**config.mk**
```make
export PLATFORM = sky130hd
export DESIGN_NAME = fetch_pc_gen
export DESIGN_NICKNAME = d
export VERILOG_FILES = /design/src/rtl/fetch_pc_gen.sv
export SDC_FILE = /design/constraint.sdc
export NUM_CORES = 1
export LEC_CHECK = 0
export CAP_MARGIN = 0
export CELL_PAD_IN_SITES_DETAIL_PLACEMENT = 1
export CELL_PAD_IN_SITES_GLOBAL_PLACEMENT = 1
export CORE_MARGIN = 1
export CORE_UTILIZATION = 32
export DETAILED_ROUTE_END_ITERATION = 10
export HOLD_SLACK_MARGIN = 0.02
export PLACE_DENSITY = 0.95
export RECOVER_POWER = 100
export SLEW_MARGIN = 20
export SYNTH_ARGS = -nofsm -noshare
export SYNTH_HDL_FRONTEND = slang
export SYNTH_SLANG_ARGS = --single-unit
```
**constraint.sdc**
```tcl
create_clock -name clk -period 4.8 [get_ports clk]
set_input_delay 0.48 -clock clk [delete_from_list [all_inputs] [get_ports clk]]
set_output_delay 0.48 -clock clk [all_outputs]
set_load 0.02 [all_outputs]
```
**src/rtl/fetch_pc_gen.sv**
```systemverilog
// fetch_pc_gen: next-fetch-PC sequencer driving the I-cache and the BTB, throttled by instruction-buffer credits.
// Ports: clk, rst (sync, active-high); redirect_valid/redirect_pc; stall; credit_return;
//        pred_valid/pred_taken/pred_target (BTB answer, one cycle after btb_req);
//        fetch_req/fetch_pc/fetch_epoch to the cache; btb_req/btb_pc mirror the fetch.
// Optional macro FETCH_PERF_EN adds perf_taken_cnt and perf_redirect_cnt (32-bit, wrapping).
module fetch_pc_gen #(
    parameter int PC_W = 32,
    parameter int LINE_BYTES = 16,
    parameter int CREDITS = 4,
    parameter int EPOCH_W = 2,
    parameter logic [PC_W-1:0] RESET_PC = '0
) (
    input  logic               clk,
    input  logic               rst,
    input  logic               redirect_valid,
    input  logic [PC_W-1:0]    redirect_pc,
    input  logic               stall,
    input  logic               credit_return,
    input  logic               pred_valid,
    input  logic               pred_taken,
    input  logic [PC_W-1:0]    pred_target,
    output logic               fetch_req,
    output logic [PC_W-1:0]    fetch_pc,
    output logic [EPOCH_W-1:0] fetch_epoch,
    output logic               btb_req,
`ifdef FETCH_PERF_EN
    output logic [PC_W-1:0]    btb_pc,
    output logic [31:0]        perf_taken_cnt,
    output logic [31:0]        perf_redirect_cnt
`else
    output logic [PC_W-1:0]    btb_pc
`endif
);
    typedef enum logic [1:0] {BOOT, RUN, HOLD} state_t;
    localparam logic [3:0] CRED_MAX = 4'(CREDITS);
    localparam logic [PC_W-1:0] LINE = PC_W'(LINE_BYTES);
    state_t state;
    logic [PC_W-1:0] pc_r, cand, seq_pc;
    logic [3:0] credit_r, credit_nxt;
    logic [EPOCH_W-1:0] epoch_r;
    logic issued_r, take;
    // A prediction only belongs to us if we issued last cycle; a target is forwarded
    // straight into this cycle's fetch so a taken branch costs no bubble.
    always_comb begin
        take = issued_r & pred_valid & pred_taken;
        cand = take ? pred_target : pc_r;
        fetch_req = (state != BOOT) & ~redirect_valid & ~stall & (credit_r != 4'd0);
        seq_pc = (cand & ~(LINE - PC_W'(1))) + LINE;
        credit_nxt = (fetch_req & credit_return) ? credit_r :
                     fetch_req ? credit_r - 4'd1 :
                     (credit_return & (credit_r != CRED_MAX)) ? credit_r + 4'd1 : credit_r;
    end
    assign fetch_pc = cand;
    assign fetch_epoch = epoch_r;
    assign btb_req = fetch_req;
    assign btb_pc = cand;
    // A taken target that could not issue is latched into pc_r so it is fetched later.
    always_ff @(posedge clk) begin
        if (rst) begin
            pc_r <= RESET_PC;
            credit_r <= CRED_MAX;
            epoch_r <= '0;
            issued_r <= 1'b0;
            state <= BOOT;
        end else begin
            pc_r <= redirect_valid ? redirect_pc : fetch_req ? seq_pc : take ? pred_target : pc_r;
            credit_r <= credit_nxt;
            epoch_r <= epoch_r + EPOCH_W'(redirect_valid);
            issued_r <= fetch_req;
            state <= (state != BOOT && (credit_r == 4'd0 || stall)) ? HOLD : RUN;
        end
    end
`ifdef FETCH_PERF_EN
    always_ff @(posedge clk) begin
        if (rst) begin
            perf_taken_cnt <= '0;
            perf_redirect_cnt <= '0;
        end else begin
            perf_taken_cnt <= perf_taken_cnt + 32'(take);
            perf_redirect_cnt <= perf_redirect_cnt + 32'(redirect_valid);
        end
    end
`endif
endmodule

```
# ---- Word level (Yosys, flattened, before mapping)
# Cells that the tools add are included.
dict set report word_totals {
  ff_bits 41
  input_bits 71
  out_inout_bits 68
}
dict set report classes {
  n_addsub 4
  n_eq_ne 1
  n_mux 6
  bitwise_logic 10
  n_reduce_logical 7
}
# operator n
set op_table {}
lappend op_table {{2-to-1 mux 32 bit} 3}
lappend op_table {{adder 32 x 5 -> 32 bit (second input constant)} 1}
lappend op_table {{2-to-1 mux 4 bit} 2}
lappend op_table {{AND 1 bit} 7}
lappend op_table {{adder 4 x 1 -> 4 bit (second input constant)} 1}
lappend op_table {{logical NOT 4 bit} 1}
lappend op_table {{inequality test 4 x 3 -> 1 bit (second input constant)} 1}
lappend op_table {{nonzero test 2 bit} 2}
lappend op_table {{nonzero test 4 bit} 1}
lappend op_table {{subtractor 4 x 1 -> 4 bit (second input constant)} 1}
lappend op_table {{inverter 1 bit} 3}
lappend op_table {{adder 2 x 1 -> 2 bit} 1}
lappend op_table {{2-to-1 mux 2 bit} 1}
lappend op_table {{AND reduction 2 bit} 1}
lappend op_table {{logical AND 1 bit} 1}
lappend op_table {{logical OR 1 bit} 1}

# ---- Depth between registers and ports, before layout
dict set report depth {
  word_depth 7
  depth_mapped 12
  ltp_nobuf 9
}

# ---- Least setup slack after synthesis
# OpenSTA, ideal clock, no wires.
dict set report synth_path {
  path_kind {input -> register}
  startpoint {in pred_taken}
  endpoint {reg pc_r[26]}
  arrival_ps 2944
  required_time_ps 4678
  path_slack_ps 1733
  stages 11
  cell_sequence {and3_1 > buf_4 > buf_6 > buf_2 > mux2_2 > ha_1 > inv_1 > nor4_1 > o211ai_1 > or3_1 > a311o_1}
}
dict set report synth_via {
  elab_chain_len 5
}
# element line
set synth_lines {}
lappend synth_lines {{from (decl)} 20} ;# input logic pred_taken,
lappend synth_lines {{AND 1 bit} 45} ;# take = issued_r & pred_valid & pred_taken;
lappend synth_lines {{2-to-1 mux 32 bit} --}
lappend synth_lines {{via btb_pc[4]} 31} ;# output logic [PC_W-1:0] btb_pc
lappend synth_lines {{adder 32 x 5 -> 32 bit} 48} ;# seq_pc = (cand & ~(LINE - PC_W'(1))) + LINE;
lappend synth_lines {{2-to-1 mux 32 bit (2 in a row)} 66} ;# pc_r <= redirect_valid ? redirect_pc : fetch_req ? seq_pc : take ? pred_target : pc_r;
lappend synth_lines {{to (signal assigned)} 66}
lappend synth_lines {{to (decl)} 38} ;# logic [PC_W-1:0] pc_r, cand, seq_pc;
# The timed path passes the listed nets, and every way through them passes these cells.
# A chain may end at the register's enable or synchronous reset.

# ---- Final worst setup path
dict set report layout_path {
  startpoint {in pred_taken}
  endpoint {out btb_pc[11]}
}
dict set report layout_via {
  elab_chain_len 2
}
# element line
set layout_lines {}
lappend layout_lines {{AND 1 bit} 45}
lappend layout_lines {{2-to-1 mux 32 bit} --}
lappend layout_lines {{to (decl)} 31}
# Every way passes these cells.

==> results.yml <==
status:
  status: "finished clean"
job:
  maxCapViolCount: 0
worst_setup_path:
  slowest_stage: "nand3_1"
  path_delay_family: "buffers and inverters"
  cp.required_ns: 4.32
  worstPathArrival_ns: 3.63
  cp_num_buf_inv: 3
  worstSetupPathType: "in2out"
  crit_chain: "clkdlybuf4s50_1, nand3_1, nand2_1, a21boi_1, inv_1, dlygate4sd3_1"
  r2r_slack_ns: 1.09
  crit_path_max_incr_delay_ns: 0.97
  crit_path_start_kind: "input port"
  cp_max_fo: 28
  end_kind: "output pin"
power_and_ir_drop:
  vdd_drop_max_uv: 117
  p_leak_nw: 1.85
  p_per_area_nw_per_um2: 237
min_path:
  hold_path_class: "reg2reg"
drt:
  wl_mm: 12.0
  drtIter0Drc: 166
  vias: 3600
  postRouteAntennaNets: 0
  via_per_inst: 5.63
  wl_per_cell_um: 18.8
  drt-pass1-iter-count: 4
  drc: 0
logic_synthesis:
  post_synth_instance_area_um2: 3220
  ys_ff_latch: 41
  ys_types: 59
  ys_seq_area_share_pct: 25.5
  synth_nets: 488
  synth_cells: 412
  synth_edf_count: 0
  yosysWarnings: 0
  syn_avg_cell_area_um2: 7.82
  synthArstFlopShare_pct: 0
  synth_ff_type: "dfxtp_1"
finish:
  layout.nets: 582
  fillCellCount: 1214
  drive_above_1_share_pct: 4.34
  stdcell_count: 640
  layout_commonest_cell: "clkdlybuf4s50_1"
  antennaDiodeCount: 0
  syn2layout_area_growth_pct: 40.0
  layout_common_cells: "clkdlybuf4s50_1 (75), dlygate4sd3_1 (63), nand2_1 (58)"
timing:
  hold_viol_final: 0
  fmax_ghz: 0.243
  finalSetupViolCount: 0
  clock_skew_ns: 0.00732
  worst_slew_pin_slew_ns: 1.41
  tns_ns: 0
  report.final.slew_viol_count: 0
  rsz0062_at_grt: "no"
  slew_headroom_pct: 5.96
  setup_slack_ns: 0.686
  period_share_pct: 85.7
  fin_crit_ns: 4.11
floorplan:
  die_area_um2: 10500
  die_x_um: 102
  start_util_pct: 33.0
  core_um2: 9770
  die_h_um: 102
  rows: 36
  io-pin-count: 139
clock_network:
  cts_tree: "built"
  cts-root-buf: "clkbuf_8"
  h-tree-depth: 2
  cts_resized: 0
  post_cts_buffers: 0
  clk_latency_ns: 0.30
  clk_pin_slew_ns: 0.09
  clock_sinks: 41
  numCtsBuffers: 5
  hold_buffers: 0
  clockBufferDepth: 2
global_route:
  antenna_found_initial: 0
  grt_overflow: 0
  grt_pass1_vias: 3762
  grt_pass1_wl_mm: 18.7
  grt_max_degree: 33
  gr-usage-all-layers_pct: 23.0
placement:
  place_congestion: 0.835
  dp_hpwl_mm: 9.12
  io_buffers: 138
  place_inst: 632
  dp_slack_ns: 0.787
-- registers in the layout, summed over array words and instances, names as in the netlist --
name and flops:
pc_r 32, credit_r 4, fetch_epoch 2, state 2, issued_r 1
-- per-stage QoR --
| stage | total power (W) | util [%] | cell area (um^2) | hold slack [ns] |
|---|---|---|---|---|
| after global placement | 0.000819 | 45.4 | 4440 | 0.502 |
| after CTS | 0.00110 | 46.5 | 4540 | 0.582 |
| after detailed placement | 0.000839 | 45.4 | 4440 | 0.565 |
| after global routing | 0.00112 | 46.2 | 4510 | 0.611 |
| final | 0.00107 | 46.2 | 4510 | 0.566 |
| after floorplan | 0.000666 | - | 3220 | 0.504 |
-- cell type report --
type / instances / area, um^2 / area share (%)
tap: 133 / 166 / 3.69
multi-input combinational: 293 / 1930 / 42.8
inverter: 23 / 87.6 / 1.94
clock inverter: 1 / 5.00 / 0.111
timing repair buffer: 142 / 1410 / 31.2
sequential: 41 / 821 / 18.2
clock buffer: 7 / 96.3 / 2.13
-- routing by layer --
metal | vias to the layer above | wire (um) | global-route usage (%)
met5 | - | 0 | 0
met4 | 0 | 223 | 8.24
met3 | 23 | 777 | 4.86
met2 | 156 | 6140 | 41.5
met1 | 1752 | 4900 | 26.7
li1 | 1669 | - | -
-- cell families after synthesis --
logic type | share of synthesized area (%)
AND/OR/NAND/NOR | 26.9
buffers and inverters | 14.0
AO/OA/AOI/OAI | 18.5
flip-flops | 25.5
multiplexers | 10.8
XOR/XNOR | 2.17
adder cells (fa/ha/maj) | 2.17
-- synthesized netlist by cell type, drive strengths merged (2+ instances only) --
library cell / n / area share, %
nor3: 17 / 2.6
o211ai: 17 / 4.1
or4: 6 / 1.4
nor4b: 2 / 0.74
nor3b: 3 / 0.70
or3: 4 / 0.78
nor2: 27 / 3.1
inv: 22 / 2.6
o311a: 2 / 0.62
a32oi: 3 / 0.82
o31ai: 3 / 0.70
ha: 4 / 1.6
clkbuf: 15 / 1.7
buf: 40 / 9.4
xnor2: 6 / 1.6
or4b: 2 / 0.62
a32o: 2 / 0.62
and2: 2 / 0.39
mux2i: 19 / 6.3
xor2: 2 / 0.54
a22oi: 4 / 0.93
a21o: 3 / 0.70
a211oi: 2 / 0.47
nand4: 7 / 1.4
o211a: 2 / 0.62
o311ai: 4 / 1.1
nand3: 24 / 4.0
a21oi: 5 / 0.78
nand2: 58 / 6.8
nor4: 10 / 2.3
a311o: 6 / 1.9
o22ai: 5 / 0.97
o21ai: 2 / 0.31
and3: 8 / 1.6
a31oi: 5 / 0.97
dfxtp: 41 / 25
o32ai: 2 / 0.54
mux2: 13 / 4.5
-- path summary, 6_finish.rpt --
check,start,to,cells after the start
setup reg to reg,issued_r,pc_r[24],8
setup / recovery,pred_taken,btb_pc[11],6
hold / removal,credit_r[1],credit_r[1],2
hold reg to reg,credit_r[1],credit_r[1],2
-- power by group --
group | switching (W) | internal (W) | total [W]
registers | 0.0000304 | 0.000376 | 0.000406
logic | 0.000221 | 0.000183 | 0.000404
clock network | 0.000130 | 0.000130 | 0.000260
-- worst reg2reg max path: stages, from the launching register on --
cell and delay (ns):
dfxtp_1 0.33, and3_1 0.81, mux2_1 0.34, ha_1 0.16, inv_1 0.06, nor4_1 0.51, o211ai_1 0.49, or3_1 0.54
a311o_1 0.37
Note: power is estimated with default switching activity, not from simulation.
==> edit 1 (config.mk and constraints unchanged) <==
Build with the macro `FETCH_PERF_EN` defined.
--- a/src/rtl/fetch_pc_gen.sv
+++ b/src/rtl/fetch_pc_gen.sv
@@ -3,6 +3,8 @@
 //        pred_valid/pred_taken/pred_target (BTB answer, one cycle after btb_req);
 //        fetch_req/fetch_pc/fetch_epoch to the cache; btb_req/btb_pc mirror the fetch.
 // Optional macro FETCH_PERF_EN adds perf_taken_cnt and perf_redirect_cnt (32-bit, wrapping).
+`define FETCH_PERF_EN
+
 module fetch_pc_gen #(
     parameter int PC_W = 32,
     parameter int LINE_BYTES = 16,
Formal check against the unedited RTL (old outputs only; new: perf_redirect_cnt and perf_taken_cnt): equivalent (Yosys induction, for registers that start in step).
==> edit 1 against the unedited design <==
  * The flow now finishes with violations (capacitance limit, slew limit)
  * Design area is 79% higher
  * Global-route usage is 1.9 points lower
  * Sequential cell count is 64 higher
  * Wire length is 65% higher
  * Power is 94% higher
  * Area after synthesis is 82% higher
  * Worst setup slack better by 0.15 ns
  * Combinational power is 4% higher
  * Register-to-register slack better by 0.15 ns
  * Cell count is 73% higher
  * Largest cell class unchanged
==> edit 1: results (changes against the unedited design) <==
- TritonCTS Buffers: 9 (+4)
- Clock root buffer: clkbuf_16
- DP Area: 7850 um2 (+77%)
- Slowest-stage cell, CP: dlygate4sd3_1
- Fillers: 2,164 (+78%)
- Skew final: 0.00571 ns (-0.00161 ns)
- Failing checks: capacitance limit, slew limit
- Placer Congestion: 0.860 (+3.0%)
- Sequential element share of the synthesized area: 35.9% (+10 points)
- Crit path max-delay family: buffers and inverters
- Pin count of the biggest net entering global routing: 61 (+85%)
- Nets: 956 (+64%)
- CTS clock-pin slew for the worst setup and hold paths: 0.07 ns (-0.02 ns)
- Worst-Skew Late Latency: 0.35 ns (+0.05 ns)
- Cell variety after synth: 58 (-1.7%)
- CP max stage delay: 0.67 ns (-0.30 ns)
- Peak VDD IR: 0.150 mV (+28%)
- Fraction of layout cells with a size suffix above 1: 4.20% (-0.14 points)
- Vias: 5,956 (+65%)
- Pre-CTS WS: 1.20 ns (+0.418 ns)
- HPWL Detailed: 15,000 um (+64%)
- Post-Layout Cell Count: 1,110 (+73%)
- GRT Total Usage: 21.0% (-1.9 points)
- Normalized max-slew margin: -77.2% (-83 points)
- Post-synth top cells: 105 x dfxtp_1, 86 x nand2_1, 77 x nor2_1
- Detailed Routing Iterations Pass 1: 6 (+2)
- Synth Warn #: 0 (unchanged)
- Max-cap viol count: 2 (+2)
- 1st-iter DRT viols: 207 (+25%)
- Diodes inserted: 0 (unchanged)
- FFs w/ async S/R, synth: 0% (unchanged)
- Number of H-tree levels: 3 (+1)
- Post-CTS Setup Inserts: 0 (unchanged)
- Pleak: 3.29 nW (+77%)
- Hold WC Path Type: register to register
- Top Registers: pc_r: 32 flops, perf_redirect_cnt: 32 flops, perf_taken_cnt: 32 flops
- Crit path max fanout: 31 (+11%)
- Wire length of the first global-routing pass: 31,000 um (+66%)
- CP Data Arrival Time: 3.48 ns (-0.15 ns)
- Final Max Slew Viols: 71 (+71)
- Count of input and output buffers: 202 (+46%)
- Vias in the first global route: 5,997 (+59%)
- Run status: complete, but fails checks
- Syn nets: 800 (+64%)
- Syn avg cell area: 8.14 um2 (+4.0%)
- Area contributors post-synth: dfxtp_1 36%, nand2_1 5.5%, nor2_1 4.9%
- Total wire length: 19,800 um (+65%)
- Post-CTS Resized: 0 (unchanged)
edit 1: cell types whose count changed in the layout (fill, tap and decap cells not counted), sizes merged, moves of 15 or more:
cell,change
o21ai,+15
nand4,+18
dfxtp,+64
a21oi,+21
nor2,+50
xor2,+26
nand3,+17
dlygate4sd3,+66
xnor2,+20
nand2,+28
edit 1: path summary, 6_finish.rpt:
kind / depth (start not counted) / slack [ns] / start / to
worst max-delay path: 7 / 0.84 / pred_taken / btb_pc[14]
worst min-delay path: 2 / 0.51 / perf_redirect_cnt[28] / perf_redirect_cnt[28]
worst max register to register: 8 / 1.24 / issued_r / pc_r[28]
worst min register to register: 2 / 0.51 / perf_redirect_cnt[28] / perf_redirect_cnt[28]
edit 1: cell type report:
type	count	area, um2	share of cell area (%)
Timing Repair Buffer	210	2060	25.5
Tap cell	229	287	3.55
Multi-Input combinational cell	526	3250	40.3
Clock buffer	9	225	2.79
Sequential cell	105	2100	26.0
Inverter	24	91.3	1.13
Clock inverter	7	55.1	0.682
edit 1: per-layer routing:
layer / global-route usage (%) / vias up / wire length (um)
met2: 37.4 / 189 / 9800
met4: 7.57 / 0 / 454
met1: 25.1 / 2900 / 8340
met5: 0 / - / 0
met3: 3.86 / 33 / 1230
li1: - / 2834 / -
edit 1: cells by family (layout without fill, tap and decap cells):
family          after synthesis  count (layout)  share of synthesized area, %
simple gates                332             332                          28.8
flops                       105             105                          35.9
compound gates               99              99                          11.5
buf+inv                      89             250                          8.01
xor+xnor                     54              54                          8.07
mux                          32              32                          5.77
fa+ha+maj                     9               9                          2.05
edit 1: stage by stage:
| step | hold slack (ns) | utilization (%) |
|---|---|---|
| after floorplan | 0.479 | - |
| after global placement | 0.485 | 43.7 |
| after detailed placement | 0.508 | 43.7 |
| after CTS | 0.519 | 45.3 |
| after global routing | 0.546 | 44.9 |
| final | 0.514 | 44.9 |
edit 1: report_power, final:
| group | switching, mW | internal (mW) | total (mW) |
|---|---|---|---|
| Combinational | 0.231 | 0.191 | 0.422 |
| Clock | 0.359 | 0.357 | 0.716 |
| Sequential | 0.0339 | 0.909 | 0.943 |
| Total | 0.624 | 1.46 | 2.08 |
edit 1: worst register-to-register path: stages (launching register included):
cell and delay (ns):
dfxtp_1 0.36, nand3_4 0.11, clkinvlp_2 0.60, mux2_1 0.51
ha_1 0.21, nand3_1 0.19, or4_1 0.72, or3_1 0.50
a211o_1 0.27
==> edit 2 (same flow settings) <==
Without the edit above. Encoding of `state_t`: now one-hot (3 bits for 3 states).
--- a/src/rtl/fetch_pc_gen.sv
+++ b/src/rtl/fetch_pc_gen.sv
@@ -31,7 +31,7 @@
     output logic [PC_W-1:0]    btb_pc
 `endif
 );
-    typedef enum logic [1:0] {BOOT, RUN, HOLD} state_t;
+    typedef enum logic [2:0] {BOOT = 3'b001, RUN = 3'b010, HOLD = 3'b100} state_t;
     localparam logic [3:0] CRED_MAX = 4'(CREDITS);
     localparam logic [PC_W-1:0] LINE = PC_W'(LINE_BYTES);
     state_t state;
Check against the original RTL: same outputs for any inputs over 10 cycles, from zero or initial values and one cycle with rst high; not proved beyond that.
==> edit 2 against the unedited design <==
  * The flow now finishes with violations (capacitance limit, slew limit)
  * First-iteration DRC count decreased by 23%
  * Clock skew increased by 0.0027 ns
  * Design area decreased by 2.6%
  * Synthesized cell count increased by 4.6%
  * Power decreased by 7.3%
  * Sequential cell count increased by 1
  * Sequential share of layout area increased by 0.94 points
  * Cell count increased by 1.9%
  * Worst setup slack got worse by 0.011 ns
  * Wire length decreased by 5.4%
  * Area after synthesis decreased by 2.1%
==> edit 2: results (changes against the unedited design) <==
- Run status: complete, but fails checks
- Failing checks: capacitance limit, slew limit
- Mux cell area share after synthesis: 6.42% (-4.4 points)
- Crit path max fanout: 9 (-68%)
- Post-synth top cells: 106 x nand2_1, 42 x dfxtp_1, 35 x buf_4
- Placed cell count: 644 (+1.9%)
- Met2 usage in global routing: 43.0% (+1.5 points)
- Syn Inst Count: 431 (+4.6%)
- Synth Area in Adders: 1.19% (-0.98 points)
- M1 WL: 4490 um (-8.3%)
- Combinational Power Share: 31.8% (-5.9 points)
- Top Registers: pc_r: 32 flops, credit_r: 4 flops, state: 3 flops
- Post-CTS Setup Inserts: 0 (unchanged)
- TritonCTS Buffers: 5 (unchanged)
- Wire length of the first global-routing pass: 18,000 um (-3.8%)
- Syn nets: 505 (+3.5%)
- Met1 Use GR: 24.2% (-2.5 points)
- CP Data Arrival Time: 4.27 ns (+0.64 ns)
- Slowest-stage cell, CP: nor4_1
- Cell variety after synth: 56 (-5.1%)
- Pin count of the biggest net entering global routing: 50 (+52%)
- Post-synthesis compound-gate area fraction: 13.0% (-5.5 points)
- 1st-iter DRT viols: 127 (-23%)
- DP Area: 4320 um2 (-2.7%)
- HPWL Detailed: 8620 um (-5.4%)
- Nets: 596 (+2.4%)
- Vias: 3,493 (-3.0%)
- Skew final: 0.00999 ns (+0.00267 ns)
- Peak VDD IR: 0.121 mV (+2.9%)
- Placer Congestion: 0.890 (+6.6%)
- Met3 WL: 815 um (+4.9%)
- Total wire length: 11,400 um (-5.4%)
- Wire length on met2: 5970 um (-2.8%)
- Area contributors post-synth: dfxtp_1 27%, nand2_1 13%, buf_4 8.3%
- Sequential element share of the synthesized area: 26.6% (+1.2 points)
- Internal power: 0.665 mW (-3.6%)
- Switching Share: 33.0% (-2.6 points)
- Worst Tran Pin Value: 1.85 ns (+0.443 ns)
- Final Max Slew Viols: 46 (+46)
- Fraction of layout cells with a size suffix above 1: 3.82% (-0.52 points)
- GR Layer Usage met3: 5.31% (+0.46 points)
- Pre-CTS WS: 0.691 ns (-0.0959 ns)
- Max-cap viol count: 2 (+2)
- Grt peak-use layer: met2
- CP max stage delay: 1.50 ns (+0.53 ns)
- GRT Total Usage: 22.5% (-0.52 points)
- Clock power frac: 28.5% (+4.2 points)
- Pleak: 1.79 nW (-3.6%)
- Via density: 5.36 (-4.8%)
- Vias in the first global route: 3,683 (-2.1%)
[edit 2: changes by cell type after synthesis, sizes merged, moves of 7 or more]
cell	change
inv	-9
nand2	+49
a21oi	+11
mux2	-11
o211ai	-11
o21ai	+7
[edit 2: path summary, 6_finish.rpt]
check	from	cells past startpoint	endpoint	slack (ns)
max reg2reg	credit_r[1]	5	pc_r[29]	0.87
max	redirect_valid	5	pc_r[29]	0.68
min reg2reg	fetch_epoch[1]	2	fetch_epoch[1]	0.52
min	fetch_epoch[1]	2	fetch_epoch[1]	0.52
[edit 2: cell type report]
type	count	area, um2
clock buffer	8	110
fill	1192	5020
inverter	13	48.8
multi-input combinational	320	1850
sequential	42	841
tap	129	161
timing repair buffer	140	1380
[edit 2: cell families after synthesis]
family / after synthesis
AO/OA/AOI/OAI: 62
XOR/XNOR: 18
adder cells (fa/ha/maj): 3
buffers and inverters: 69
flip-flops: 42
multiplexers: 20
AND/OR/NAND/NOR: 217
